`src/rtl/pipeline_ctrl.sv`:
```
// rtl/pipeline_ctrl.sv - stall/flush sequencer for the 5-stage pipeline
// Owns the DIV occupancy counter and defers exceptions until MEM is idle.
module pipeline_ctrl #(
  parameter int          DIV_CYCLES = 32,
  parameter logic [31:0] EXC_VECTOR = 32'hBFC00380
) (
  input  logic        clk,
  input  logic        rst,
  input  logic        id_stall_req,
  input  logic        div_start_i,
  input  logic        mem_stall_req,
  input  logic        exc_valid_i,
  input  logic [31:0] exc_type_i,
  input  logic [31:0] epc_i,
  output logic [5:0]  stall_o,
  output logic        flush_o,
  output logic [31:0] new_pc_o,
  output logic        div_busy_o,
  output logic        div_done_o
);

  localparam int CW = $clog2(DIV_CYCLES + 1);

  typedef enum logic [1:0] {
    ST_RUN      = 2'd0,
    ST_DIV_WAIT = 2'd1,
    ST_FLUSH    = 2'd2
  } state_t;

  state_t        state_q, state_d;
  logic [CW-1:0] counter_q, counter_d;
  logic          pending_q, pending_d;
  logic [31:0]   pend_type_q, pend_type_d;

  logic        take;
  logic [31:0] type_sel;

  // Once latched, the pending exception wins over any newer one.
  assign take     = (exc_valid_i | pending_q) & ~mem_stall_req;
  assign type_sel = pending_q ? pend_type_q : exc_type_i;

  always_comb begin
    flush_o    = take;
    new_pc_o   = 32'd0;
    stall_o    = 6'b000000;
    div_busy_o = (state_q == ST_DIV_WAIT);
    div_done_o = (state_q == ST_DIV_WAIT) && (counter_q == CW'(1)) && !take;
    if (take) begin
      new_pc_o = type_sel[12] ? epc_i : EXC_VECTOR;
    end else if (state_q != ST_FLUSH) begin
      if (mem_stall_req) begin
        stall_o = 6'b011111;
      end else if ((state_q == ST_DIV_WAIT) && (counter_q > CW'(1))) begin
        stall_o = 6'b001111;
      end else if (id_stall_req) begin
        stall_o = 6'b000111;
      end
    end
  end

  always_comb begin
    state_d     = state_q;
    counter_d   = counter_q;
    pending_d   = pending_q;
    pend_type_d = pend_type_q;
    if (take) begin
      state_d   = ST_FLUSH;
      counter_d = '0;
      pending_d = 1'b0;
    end else begin
      if (exc_valid_i && !pending_q) begin
        pending_d   = 1'b1;
        pend_type_d = exc_type_i;
      end
      case (state_q)
        ST_RUN: begin
          if (div_start_i) begin
            state_d   = ST_DIV_WAIT;
            counter_d = CW'(DIV_CYCLES);
          end
        end
        ST_DIV_WAIT: begin
          // Counts through MEM stalls so the divider's fixed latency holds.
          counter_d = counter_q - CW'(1);
          if (counter_q == CW'(1)) begin
            state_d = ST_RUN;
          end
        end
        default: state_d = ST_RUN;
      endcase
    end
  end

  always_ff @(posedge clk) begin
    if (rst) begin
      state_q     <= ST_RUN;
      counter_q   <= '0;
      pending_q   <= 1'b0;
      pend_type_q <= 32'd0;
    end else begin
      state_q     <= state_d;
      counter_q   <= counter_d;
      pending_q   <= pending_d;
      pend_type_q <= pend_type_d;
    end
  end

endmodule

```
`config.mk`:
```
export PLATFORM = sky130hd
export DESIGN_NAME = pipeline_ctrl
export DESIGN_NICKNAME = d
export VERILOG_FILES = /design/src/rtl/pipeline_ctrl.sv
export SDC_FILE = /design/constraint.sdc
export NUM_CORES = 1
export LEC_CHECK = 0
export BUFFER_PORTS_ARGS = -buffer_cell sky130_fd_sc_hd__buf_4
export CORE_MARGIN = 4
export CORE_UTILIZATION = 34
export DETAILED_ROUTE_END_ITERATION = 7
export GPL_TIMING_DRIVEN = 0
export PLACE_DENSITY = 0.91
export SETUP_SLACK_MARGIN = 0.02
export SYNTH_ARGS = -nofsm -noshare
export SYNTH_HDL_FRONTEND = slang
export SYNTH_SLANG_ARGS = --single-unit
```
`constraint.sdc`:
```
create_clock -name clk -period 5 [get_ports clk]
set_input_delay 0.25 -clock clk [delete_from_list [all_inputs] [get_ports clk]]
set_output_delay 0.25 -clock clk [all_outputs]
set_load 0.05 [all_outputs]
```
# After elaboration in Yosys (flattened, before gate mapping)
# Cells that the tools add are included.
# Widths: inputs -> output; s select.
[word_totals]
regBits = 22
out_inout_bits = 41
inputBits = 70
[op_classes]
muxes = 14
eq_ne = 7
bitwise = 4
n_addsub = 1
magnitude_cmp = 1
n_reduce_logical = 13
[op_table]
columns = ["op", "count"]
rows = [
  ["$mux 32", 2],
  ["$mux 5", 3],
  ["$mux 13", 1],
  ["$pmux 6 s2", 1],
  ["$reduce_and 2->1", 4],
  ["$eq 6x1->1 const B", 1],
  ["$gt 6x1->1 const B", 1],
  ["$mux 2", 3],
  ["$mux 6", 1],
  ["$sub 6x1->6 const B", 1],
  ["$logic_and 1x1->1", 4],
  ["$mux 4", 1],
  ["$ne 2x2->1 const B", 2],
  ["$pmux 2 s2", 1],
  ["$mux 3", 1],
  ["$ne 3x1->1 const B", 1],
  ["$ne 3x3->1 const B", 1],
  ["$eq 2x1->1 const B", 1],
  ["$logic_not 1->1", 2],
  ["$logic_not 2->1", 1],
  ["$ne 2x1->1 const B", 1],
  ["$not 1->1", 2],
  ["$reduce_bool 2->1", 1],
  ["$reduce_or 2->1", 1],
  ["other kinds (2)", 2],
]

# Logic depth before layout (Yosys ltp)
# Gate-level depths: netlist of the first run.
[logic_depth]
ltp_word = 6
mapped_depth = 6
ltp_nobuf = 5

# Least setup slack after synthesis of the first run
# Ideal clock, no wire load.
[synth_path]
path_type = "reg-to-output"
start = "register counter_q[0]"
end = "output stall_o[1]"
t_required_ps = 4750
setup_slack_ps = 2291
stages_incl_launch_ff = 7
path_buffers = 1
arrival_ps = 2459
path_cell_list = "dfxtp_1 > inv_1 > ha_1 > nor4b_1 > o21ai_0 > a21oi_1 > buf_4"
[synth_between]
elab_chain_len = 6
[synth_lines]
columns = ["item", "line_no", "text"]
rows = [
  ["from (decl)", "31", "logic [CW-1:0] counter_q, counter_d;"],
  ["from (signal assigned)", "102", "counter_q <= counter_d;"],
  ["$gt 6x1->1", "53", "end else if ((state_q == ST_DIV_WAIT) && (counter_q > CW'(1))) begin"],
  ["$logic_and 1x1->1", "53", ""],
  ["$mux 4", "53", ""],
  ["$mux 5", "51", "if (mem_stall_req) begin"],
  ["$mux 5", "50", "end else if (state_q != ST_FLUSH) begin"],
  ["$mux 5", "48", "if (take) begin"],
  ["to (decl)", "15", "output logic [5:0] stall_o,"],
]
# Every way passes these cells.

# Final worst setup path of the first run
# Ends and elaborated chain as after synthesis.

==> results of run 1 <==
flip-flops by register name, indices dropped and copies added, names as in the netlist:
name	flops
counter_q	6
pending_q	1
state_q	2
pend_type_q	1
power by group through the flow:
stage          clock network, W  logic [W]  registers [W]
4_1_cts               0.0000773   0.000166      0.0000901
2_1_floorplan                 0   0.000108      0.0000905
5_1_grt               0.0000808   0.000177      0.0000911
3_5_place_dp                  0   0.000166      0.0000919
6_report              0.0000758   0.000165      0.0000904
3_3_place_gp                  0   0.000163      0.0000917
worst paths after layout:
path                                 from                           end
min                                   rst  pend_type_q[12]$_SDFFE_PP0P_
max             counter_q[0]$_SDFFE_PP0P_                    stall_o[1]
min reg2reg  pend_type_q[12]$_SDFFE_PP0P_  pend_type_q[12]$_SDFFE_PP0P_
max reg2reg       state_q[0]$_SDFFE_PP0P_     counter_q[5]$_SDFFE_PP0P_
per-layer routing:
metal | share of wire (%) | GRT usage (%)
met5 | 0 | 0
met4 | 3.1 | 7.285
met3 | 7.4 | 4.900
met2 | 50 | 30.16
met1 | 40 | 19.12
area by class of cell:
cell class | count | area share (%)
plain buffers | 9 | 3.247
multi-input cells | 97 | 38.22
inverters | 6 | 1.499
well taps | 28 | 2.331
flip-flops and latches | 10 | 13.32
repair buffers | 78 | 38.97
clock buffers | 4 | 2.415
cells in the final DEF, fill, tap and decap left out, types with 2 or more instances in the layout:
cell,instances
nand3b_1,3
o21ai_0,2
dfxtp_1,10
clkbuf_4,3
nor3_1,2
or2_2,2
mux2i_1,2
clkbuf_1,5
a21oi_1,8
nor2_1,29
o31ai_1,2
nand2_1,3
and2_1,20
nand3_1,2
inv_1,6
ha_1,2
buf_4,82
Yosys cell counts:
master | instances | share of area (%)
or3_1 | 1 | 0.74
or2b_1 | 1 | 0.89
o41a_1 | 1 | 1.3
conb_1 | 1 | 0.44
nor3b_1 | 1 | 0.89
nor4_1 | 1 | 0.74
mux2i_1 | 2 | 2.4
clkbuf_1 | 5 | 2.2
a21o_1 | 1 | 0.89
and2_1 | 20 | 15
or3b_1 | 1 | 1.0
or4b_4 | 1 | 1.6
o21a_1 | 1 | 0.89
nand3_1 | 2 | 1.2
or2_2 | 2 | 1.5
o31ai_1 | 2 | 1.8
nand3b_1 | 3 | 2.7
nor4_2 | 1 | 1.5
nor3_1 | 2 | 1.2
o311ai_0 | 1 | 1.0
a31oi_1 | 1 | 0.74
nand2b_1 | 1 | 0.74
mux2_2 | 1 | 1.3
dfxtp_1 | 10 | 24
nor4b_1 | 1 | 1.0
a21oi_1 | 8 | 4.7
buf_4 | 4 | 3.6
o21ai_0 | 2 | 1.2
o21bai_1 | 1 | 0.89
nand2_1 | 3 | 1.3
inv_1 | 6 | 2.7
or4_1 | 1 | 0.89
nor2_1 | 29 | 13
a211oi_1 | 1 | 0.89
ha_1 | 2 | 3.0
o211ai_1 | 1 | 0.89
cell families (layout without fill, tap and decap cells):
family,after synthesis,after routing
DFF,10,10
AOI/OAI and AO/OA,20,20
adders and majority gates,2,2
other,1,1
and+or+nand+nor,71,71
buffers and inverters,15,97
muxes,3,3
worst register-to-register path: stages, from the launching register on:
cell	delay (ns)
dfxtp_1	0.31
buf_4	0.15
or4b_4	0.48
nor4_2	0.19
mux2_2	0.37
metrics by stage:
step / power, W / setup WS, ns
after floorplan: 0.0001984 / 2.291
after global placement: 0.0002551 / 2.789
after detailed placement: 0.0002577 / 2.745
after CTS: 0.0003334 / 2.422
after global routing: 0.0003485 / 2.162
final: 0.0003316 / 2.418
==> metrics.md, run 1 <==
| Metric | Value |
|---|---|
| Sequential element share of the synthesized area | about a quarter |
| Share of cells above drive strength 1 | between 40 and 50% |
| TritonCTS clock tree | yes |
| Final period util | 51.65% |
| Std cell rows | 17 |
| CP Class | register to primary output |
| Hold Crit Depth | 2 |
| HP Class | input pin to register |
| Hold_buf cts | 0 |
| Synth Register Bits | 10 |
| Clock transition at path regs | around 0.07 ns |
| WL per Instance | approximately 12 microns |
| Simple-gate share of the synthesized area | 45.56% |
| Number of routed nets with antenna violations | 0 |
| First-pass GRT wire length | 4560 microns |
| Num CTS Buffers | 3 |
| Worst Path Arrival | between 2 and 2.5 ns |
| Placed cell count | roughly 230 |
| Post-route setup TNS | 0 ns |
| Status | finished, final reports clean |
| Leak | 0.7618 nW |
| Internal power | slightly below 0.0002 W |
| Final Hold Fails | 0 |
| Worst path depth | 7 |
| Nets | 277 |
| Seq pwr share | between 20 and 30% |
| Chip height | 57.88 microns |
| Buffers on Ports | between 70 and 80 |
| Design Area, Final | around 1500 sq um |
| Sw Ratio | 42.09% |
| Clock H-tree levels | 1 |
| Vias | 1,097 |
| Mux contribution to synthesized area | 3.698% |
| Comb pwr share | roughly 50% |
| Max-cap violations | 0 |
| Routed wire length | about 2900 microns |
| Adder-cell share of the synthesized area | 2.959% |
| First-pass DRT Iterations | 4 |
| CP endpoint kind | primary output |
| Pwr per Cell Area | around 220 nW/um^2 |
| Clock latency on the worst-skew pair | 0.28 ns |
| Setup Fix Bufs, Post-CTS | 0 |
| Max-Slew Margin vs Limit | 56.48% |
| Final HPWL DP | ~2400 microns |
| Placed cell area | 1466 sq um |
| DR iter-0 viols | 25 |
| Number of gates resized after CTS | 0 |
| Pins over their slew limit | 0 |
| Vias/cell | 4.728 |
| R2R Setup Slk | roughly 3.4 ns |
| Worst setup SP type | register |
| Die W | 57.88 microns |
| Synth unique cells | 36 |
| Setup violations, final | 0 |
| Main combinational cell family by area after synthesis | simple AND/OR/NAND/NOR gates |
| Post-synthesis compound-gate area fraction | ~15% |
| Initial antenna violation count | 0 |
| Multi-input combinational cell area | 574.3 sq um |
| I/O pins | between 100 and 150 |
| Largest stage delay, worst path | roughly 0.56 ns |
| Fmax | between 300 and 400 MHz |
| Antenna diode count | 0 |
| Total gr overflow | 0 |
| Syn Inst Count | 122 |
| Syn_area_per_cell | between 6 and 7 sq um |
| CP top delay family | simple AND/OR/NAND/NOR gates |
| Tmin final | between 2 and 3 ns |
| Max clock buf depth | 2 |
| Number of global-route vias before repair | about 1,100 |
| Worst VDD drop | about 0.14 mV |
| Clock Skew | 0.003102 ns |
| Largest net degree at the start of global routing | 11 |
| Yosys warnings | 0 |
| Register Area | 200.2 sq um |
| GRT Total Usage | 17.15% |
| Die area | around 3300 sq um |
| Critical path buffer and inverter count | 3 |
| Clock Power Share | 22.9% |
| Cells on worst reg2reg path | 4 |
| Post-synth net total | 194 |
| Slowest cell on the critical path | nor4b_1 |
| Hold_ws | around 0.16 ns |
| Filler cells | 200 |
| Initial core utilization | roughly 37% |
| WP data required | around 4.8 ns |
| Area Growth Syn to Fin | 77.66% |
| RSZ-0062 raised after global routing | no |
| Critical path, cell by cell | inv_1, ha_1, nor4b_1, o21ai_0, a21oi_1, buf_4, buf_4 |
| Final Non-Filler Cells | roughly 230 |
| Placeable Area | about 2300 sq um |
| Post-layout util | between 60% and 70% |
| Worst-path maximum fanout | 6 |
| Gpl congestion | 0.7499 |
| Synth Area in XOR/XNOR | 0% |
| Actual slew at the worst max-slew pin | between 0.6 and 0.7 ns |
| Psw | between 0.0001 and 0.00015 W |
| Residual DRC count | 0 |
| CP most frequent cell | buf_4 |
| Synth Cell Area | 845.8 sq um |
| Root Driver | clkbuf_4 |
| CTS Sinks | 10 |
No activity file was read; power rests on OpenSTA's default activity.
==> inputs of run 2 (changes only) <==
Settings changed: CORE_UTILIZATION 34 to 31, PLACE_DENSITY 0.91 to 0.84.
Clock period 5 ns to 2.45 ns, I/O delays scaled along.
==> run 2 against run 1 <==
Sequential share of layout area down 0.11 points. Clock-buffer cell count did not move. Worst hold slack got worse by 0.11 ns. Clock power up 95%. Final cell count rose by 0.86%. Via count is 0.46% higher. Largest power group unchanged. Highest routed layer is now met3.
==> metrics.md, run 2 (synthesis results as in run 1) <==
| Metric | Value |
|---|---|
| Largest registers | counter_q (6), state_q (2) (unchanged) |
| Fmax | 460.4 MHz |
| Nets | 277 (unchanged) |
| Setup violations, final | 0 (unchanged) |
| Gpl congestion | 0.7596 (was 0.7499) |
| Worst Hold Launch | rst (unchanged) |
| Buffers on Ports | 78 (unchanged) |
| Leak | 0.7629 nW (was 0.7618 nW) |
| First-pass DRT Iterations | 4 (unchanged) |
| WL per Instance | 11.25 microns (was 12.42 microns) |
| Commonest non-fill, non-tap cell in the layout | buf_4 (unchanged) |
| Crit Reg-Reg Startpoint | state_q[0]$_SDFFE_PP0P_ (unchanged) |
| Total gr overflow | 0 (unchanged) |
| Placed cell count | 230 (was 228) |
| Root Driver | clkbuf_4 (unchanged) |
| Vias/cell | 4.709 (was 4.728) |
| Pins over their slew limit | 0 (unchanged) |
| CTS Sinks | 10 (unchanged) |
| TritonCTS clock tree | yes (unchanged) |
| Final Hold Fails | 0 (unchanged) |
| Worst slack at placement | 0.3314 ns (was 2.745 ns) |
| Final Non-Filler Cells | 234 (was 232) |
| Clock latency on the worst-skew pair | 0.26 ns (was 0.28 ns) |
| Num CTS Buffers | 3 (unchanged) |
| Pwr per Cell Area | 442.2 nW/um^2 (was 220.7 nW/um^2) |
| Max clock buf depth | 2 (unchanged) |
| Setup Fix Bufs, Post-CTS | 0 (unchanged) |
| Max FFs per register | 6 (unchanged) |
| Die W | 60.24 microns (was 57.88 microns) |
| I/O pins | 111 (unchanged) |
| Antenna diode count | 0 (unchanged) |
| Hold_ws | 0.05022 ns (was 0.1593 ns) |
| WP data required | 2.33 ns (was 4.75 ns) |
| GRT Total Usage | 14.44% (was 17.15%) |
| Share of cells above drive strength 1 | 45.59% (was 44.61%) |
| Tmin final | ~2.2 ns |
| Worst VDD drop | 0.2735 mV (was 0.1353 mV) |
| Residual DRC count | 0 (unchanged) |
| Largest net degree at the start of global routing | 11 (unchanged) |
| Initial antenna violation count | 0 (unchanged) |
| CP Class | register to primary output (unchanged) |
| Area Growth Syn to Fin | 79.14% (was 77.66%) |
| Status | finished, final reports clean (unchanged) |
| Std cell rows | 18 (was 17) |
| Crit path from | counter_q[0]$_SDFFE_PP0P_ (unchanged) |
| Worst Path Arrival | 2.05 ns (was 2.33 ns) |
| Final period util | 88.65% |
| Most frequent cells in the layout | buf_4, nor2_1, and2_1 (unchanged) |
| DR iter-0 viols | 44 (was 25) |
| Final HPWL DP | 2212 microns (was 2421 microns) |
| Clock Skew | 0.002959 ns (was 0.003102 ns) |
| Largest Register | counter_q (unchanged) |
| Die area | 3628 sq um (was 3350 sq um) |
| Clock H-tree levels | 1 (unchanged) |
| CP endpoint kind | primary output (unchanged) |
| Post-layout util | 59.54% (was 65.41%) |
| Fin worst setup slack | 0.2782 ns (was 2.418 ns) |
| Initial core utilization | 33.23% (was 36.82%) |
| HP Class | input pin to register (unchanged) |
| Number of global-route vias before repair | 1,037 (was 1,108) |
| First-pass GRT wire length | 4098 microns (was 4560 microns) |
| Clock transition at path regs | 0.07 ns (about the same) |
| Vias | 1,102 (was 1,097) |
| Post-route setup TNS | 0 ns (unchanged) |
| Number of routed nets with antenna violations | 0 (unchanged) |
| Placeable Area | 2545 sq um (was 2297 sq um) |
| Worst setup SP type | register (unchanged) |
| Chip height | 60.24 microns (was 57.88 microns) |
| Max-cap violations | 0 (unchanged) |
| Worst-path maximum fanout | 6 (unchanged) |
| Routed wire length | 2632 microns (was 2881 microns) |
| RSZ-0062 raised after global routing | no (unchanged) |
==> run 2: final timing paths <==
| kind | end | depth (start not counted) | slack [ns] |
|---|---|---|---|
| max reg2reg | counter_q[5]$_SDFFE_PP0P_ | 4 | 0.88 |
| max | stall_o[1] | 7 | 0.28 |
| min reg2reg | pend_type_q[12]$_SDFFE_PP0P_ | 2 | 0.54 |
| min | state_q[1]$_SDFFE_PP0P_ | 2 | 0.05 |
==> run 2: what timing repair did <==
item                                    CTS  global route
endpoints found under the setup margin    0             3
hold buffers                              0             0
gates resized for setup                   0             1
==> run 2: area by class of cell <==
class | count | area [sq um]
Fill cell | 242 | 1030
Timing Repair Buffer | 78 | 585.6
Multi-Input combinational cell | 97 | 584.3
Sequential cell | 10 | 200.2
Buffer | 9 | 48.80
Tap cell | 30 | 37.54
Clock buffer | 4 | 36.28
Inverter | 6 | 22.52
==> run 2: report_power, final <==
part / internal, W / switching (W)
Clock: 0.0000902 / 0.0000576
Combinational: 0.000130 / 0.000209
Sequential: 0.000172 / 0.0000115
==> run 2: layer usage <==
metal | global-route usage, % | wire (microns) | part of all wire (%)
met2 | 23.92 | 1249 | 47
met4 | 3.797 | 0 | 0
met5 | 0 | 0 | 0
met3 | 5.184 | 315 | 12
met1 | 17.52 | 1066 | 41
==> run 2: per-stage QoR <==
| stage | instance area [sq um] | total power (W) |
|---|---|---|
| floorplan | 849.6 | 0.0004060 |
| global placement | 1473 | 0.0005229 |
| detailed placement | 1473 | 0.0005255 |
| CTS | 1509 | 0.0006755 |
| global route | 1515 | 0.0007093 |
| finish | 1515 | 0.0006701 |
==> run 2: worst max-delay path: stages, from the launching register on <==
cell and delay, ns:
dfxtp_1 0.43, inv_1 0.09, ha_1 0.22, nor4b_2 0.35, o21ai_0 0.19, a21oi_2 0.20
buf_4 0.13, buf_4 0.18
==> inputs of run 3 (changes only) <==
--- a/config.mk
+++ b/config.mk
@@ -11,4 +11,5 @@
 export DETAILED_ROUTE_END_ITERATION = 7
 export GPL_TIMING_DRIVEN = 0
+export MAX_ROUTING_LAYER = met4
 export PLACE_DENSITY = 0.84
 export SETUP_SLACK_MARGIN = 0.02
==> constraint.sdc (replaced) <==
create_clock -name clk -period 2.45 [get_ports clk]
set_input_delay 0.1225 -clock clk [delete_from_list [all_inputs] [get_ports clk]]
set_output_delay 0.1225 -clock clk [all_outputs]
set_load 0.01 [all_outputs]
==> run 3 against run 2 <==
Register-to-register slack about the same. Global-route usage increased by 1.0 points. Die area unchanged. First-iteration DRC count decreased by 43%. Setup slack improved by 0.012 ns. Sequential cell count unchanged. Final cell count decreased by 0.43%. Sequential power about the same. Routed wire length increased by 6.9%. Design area decreased by 1.2%. Highest routed layer is now met4.
==> metrics.md, run 3 (synthesis results as in run 1) <==
| Metric | Value |
|---|---|
| Clock H-tree levels | 1 (unchanged) |
| CP most frequent cell | buf_4 (unchanged) |
| Die area | 3628 sq um (unchanged) |
| Number of routed nets with antenna violations | 0 (unchanged) |
| Gpl congestion | 0.7520 (was 0.7596) |
| Worst Path Arrival | 2.04 ns (was 2.05 ns) |
| CP Class | register to primary output (unchanged) |
| Largest net degree at the start of global routing | 11 (unchanged) |
| Max clock buf depth | 2 (unchanged) |
| Final Non-Filler Cells | 233 (was 234) |
| Fmax | 462.9 MHz (was 460.4 MHz) |
| Num CTS Buffers | 3 (unchanged) |
| Placed cell area | 1469 sq um (was 1473 sq um) |
| DR iter-0 viols | 25 (was 44) |
| Std cell rows | 18 (unchanged) |
| Residual DRC count | 0 (unchanged) |
| Hold_ws | 0.05048 ns (was 0.05022 ns) |
| Die W | 60.24 microns (unchanged) |
| RSZ-0062 raised after global routing | no (unchanged) |
| Routed wire length | 2813 microns (was 2632 microns) |
| Total gr overflow | 0 (unchanged) |
| Setup violations, final | 0 (unchanged) |
| Final HPWL DP | 2308 microns (was 2212 microns) |
| Vias/cell | 4.691 (was 4.709) |
| Most frequent cells in the layout | buf_4, nor2_1, and2_1 (unchanged) |
| Placed cell count | 230 (unchanged) |
| Final period util | 88.17% (was 88.65%) |
| Worst-path maximum fanout | 6 (unchanged) |
| WL per Instance | 12.07 microns (was 11.25 microns) |
| Initial antenna violation count | 0 (unchanged) |
| Vias | 1,093 (was 1,102) |
| Clock transition at path regs | 0.06 ns (was 0.07 ns) |
| CTS Sinks | 10 (unchanged) |
| Clock latency on the worst-skew pair | 0.26 ns (about the same) |
| Largest stage delay, worst path | 0.44 ns (was 0.43 ns) |
| Chip height | 60.24 microns (unchanged) |
| Slowest cell on the critical path | dfxtp_1 (unchanged) |
| Hold_buf cts | 0 (unchanged) |
| Post-route setup TNS | 0 ns (unchanged) |
| I/O pins | 111 (unchanged) |
| Max-cap violations | 0 (unchanged) |
| Pins over their slew limit | 0 (unchanged) |
| WP data required | 2.33 ns (about the same) |
| Placeable Area | 2545 sq um (unchanged) |
| Antenna diode count | 0 (unchanged) |
| Number of global-route vias before repair | 1,000 (was 1,037) |
| Post-layout util | 58.85% (was 59.54%) |
| Worst VDD drop | 0.2320 mV (was 0.2735 mV) |
| Area Growth Syn to Fin | 77.07% (was 79.14%) |
| Share of cells above drive strength 1 | 44.83% (was 45.59%) |
| Buffers on Ports | 78 (unchanged) |
| Pwr per Cell Area | 346.8 nW/um^2 (was 442.2 nW/um^2) |
| Nets | 277 (unchanged) |
| TritonCTS clock tree | yes (unchanged) |
| Largest Register | counter_q (unchanged) |
| Clock Skew | 0.001573 ns (was 0.002959 ns) |
| Initial core utilization | 33.23% (unchanged) |
| Leak | 0.7553 nW (was 0.7629 nW) |
| First-pass DRT Iterations | 4 (unchanged) |
| Commonest non-fill, non-tap cell in the layout | buf_4 (unchanged) |
| First-pass GRT wire length | 4202 microns (was 4098 microns) |
| Root Driver | clkbuf_4 (unchanged) |
| Largest registers | counter_q (6), state_q (2) (unchanged) |
| Worst setup SP type | register (unchanged) |
| Max FFs per register | 6 (unchanged) |
| HP Class | input pin to register (unchanged) |
| Critical path, cell by cell | inv_1, ha_1, nor4b_2, o21ai_0, a21oi_1, buf_4, buf_4 (was inv_1, ha_1, nor4b_2, o21ai_0, a21oi_2, buf_4, buf_4) |
| Critical path buffer and inverter count | 3 (unchanged) |
| GRT Total Usage | 15.44% (was 14.44%) |
| Final Hold Fails | 0 (unchanged) |
| Status | finished, final reports clean (unchanged) |
| Setup Fix Bufs, Post-CTS | 0 (unchanged) |
| CP endpoint kind | primary output (unchanged) |
| CP top delay family | flip-flops (unchanged) |
| Tmin final | 2.160 ns (was 2.172 ns) |
| Design Area, Final | 1498 sq um (was 1515 sq um) |
==> run 3: cell types whose count changed in the layout (fill, tap and decap cells not counted), sizes merged <==
cell	previous run	this run
clkbuf	9	8
==> run 3: area by class of cell <==
| cell class | count | area [sq um] |
|---|---|---|
| sequential | 10 | 200.2 |
| tap | 30 | 37.54 |
| clock buffer | 3 | 22.52 |
| inverter | 6 | 22.52 |
| timing repair buffer | 78 | 585.6 |
| fill | 251 | 1047 |
| buffer | 9 | 48.80 |
| multi-input combinational | 97 | 580.6 |
==> run 3: final timing paths <==
check,startpoint,endpoint,slack [ns],cells past startpoint
setup / recovery,counter_q[0]$_SDFFE_PP0P_,stall_o[1],0.29,7
hold / removal,rst,pend_type_q[12]$_SDFFE_PP0P_,0.05,2
setup reg to reg,state_q[0]$_SDFFE_PP0P_,counter_q[5]$_SDFFE_PP0P_,0.88,4
hold reg to reg,pend_type_q[12]$_SDFFE_PP0P_,pend_type_q[12]$_SDFFE_PP0P_,0.53,2
==> run 3: what timing repair did <==
action,CTS,global route
endpoints found under the setup margin,0,3
endpoints found under the hold margin,0,0
gates resized for setup,0,1
==> run 3: where the power goes <==
part	total, W	switching, W	internal, W
Combinational	0.000223	0.0000967	0.000126
Sequential	0.000185	0.0000123	0.000173
Clock	0.000112	0.0000547	0.0000568
Total	0.000519	0.000164	0.000356
==> run 3: stage by stage <==
stage	total power [W]	setup slack, ns
2_1_floorplan	0.0002927	0.5911
3_3_place_gp	0.0004067	0.3938
3_5_place_dp	0.0004108	0.3453
4_1_cts	0.0005252	0.05267
5_1_grt	0.0005560	0.06246
6_report	0.0005194	0.2898
==> run 3: layer usage <==
layer  routed length, microns  up-vias  GRT usage, %
met5                        0        -             -
met4                       37        0         6.646
met3                      191        6         2.160
met2                     1492       41         25.15
met1                     1092      474         18.80
li1                         -      572             -
==> run 3: worst register-to-register path, stage by stage (launching register included) <==
cell and delay [ns]:
dfxtp_1 0.31, buf_4 0.14, or4b_4 0.49, nor4_2 0.17
mux2_2 0.36
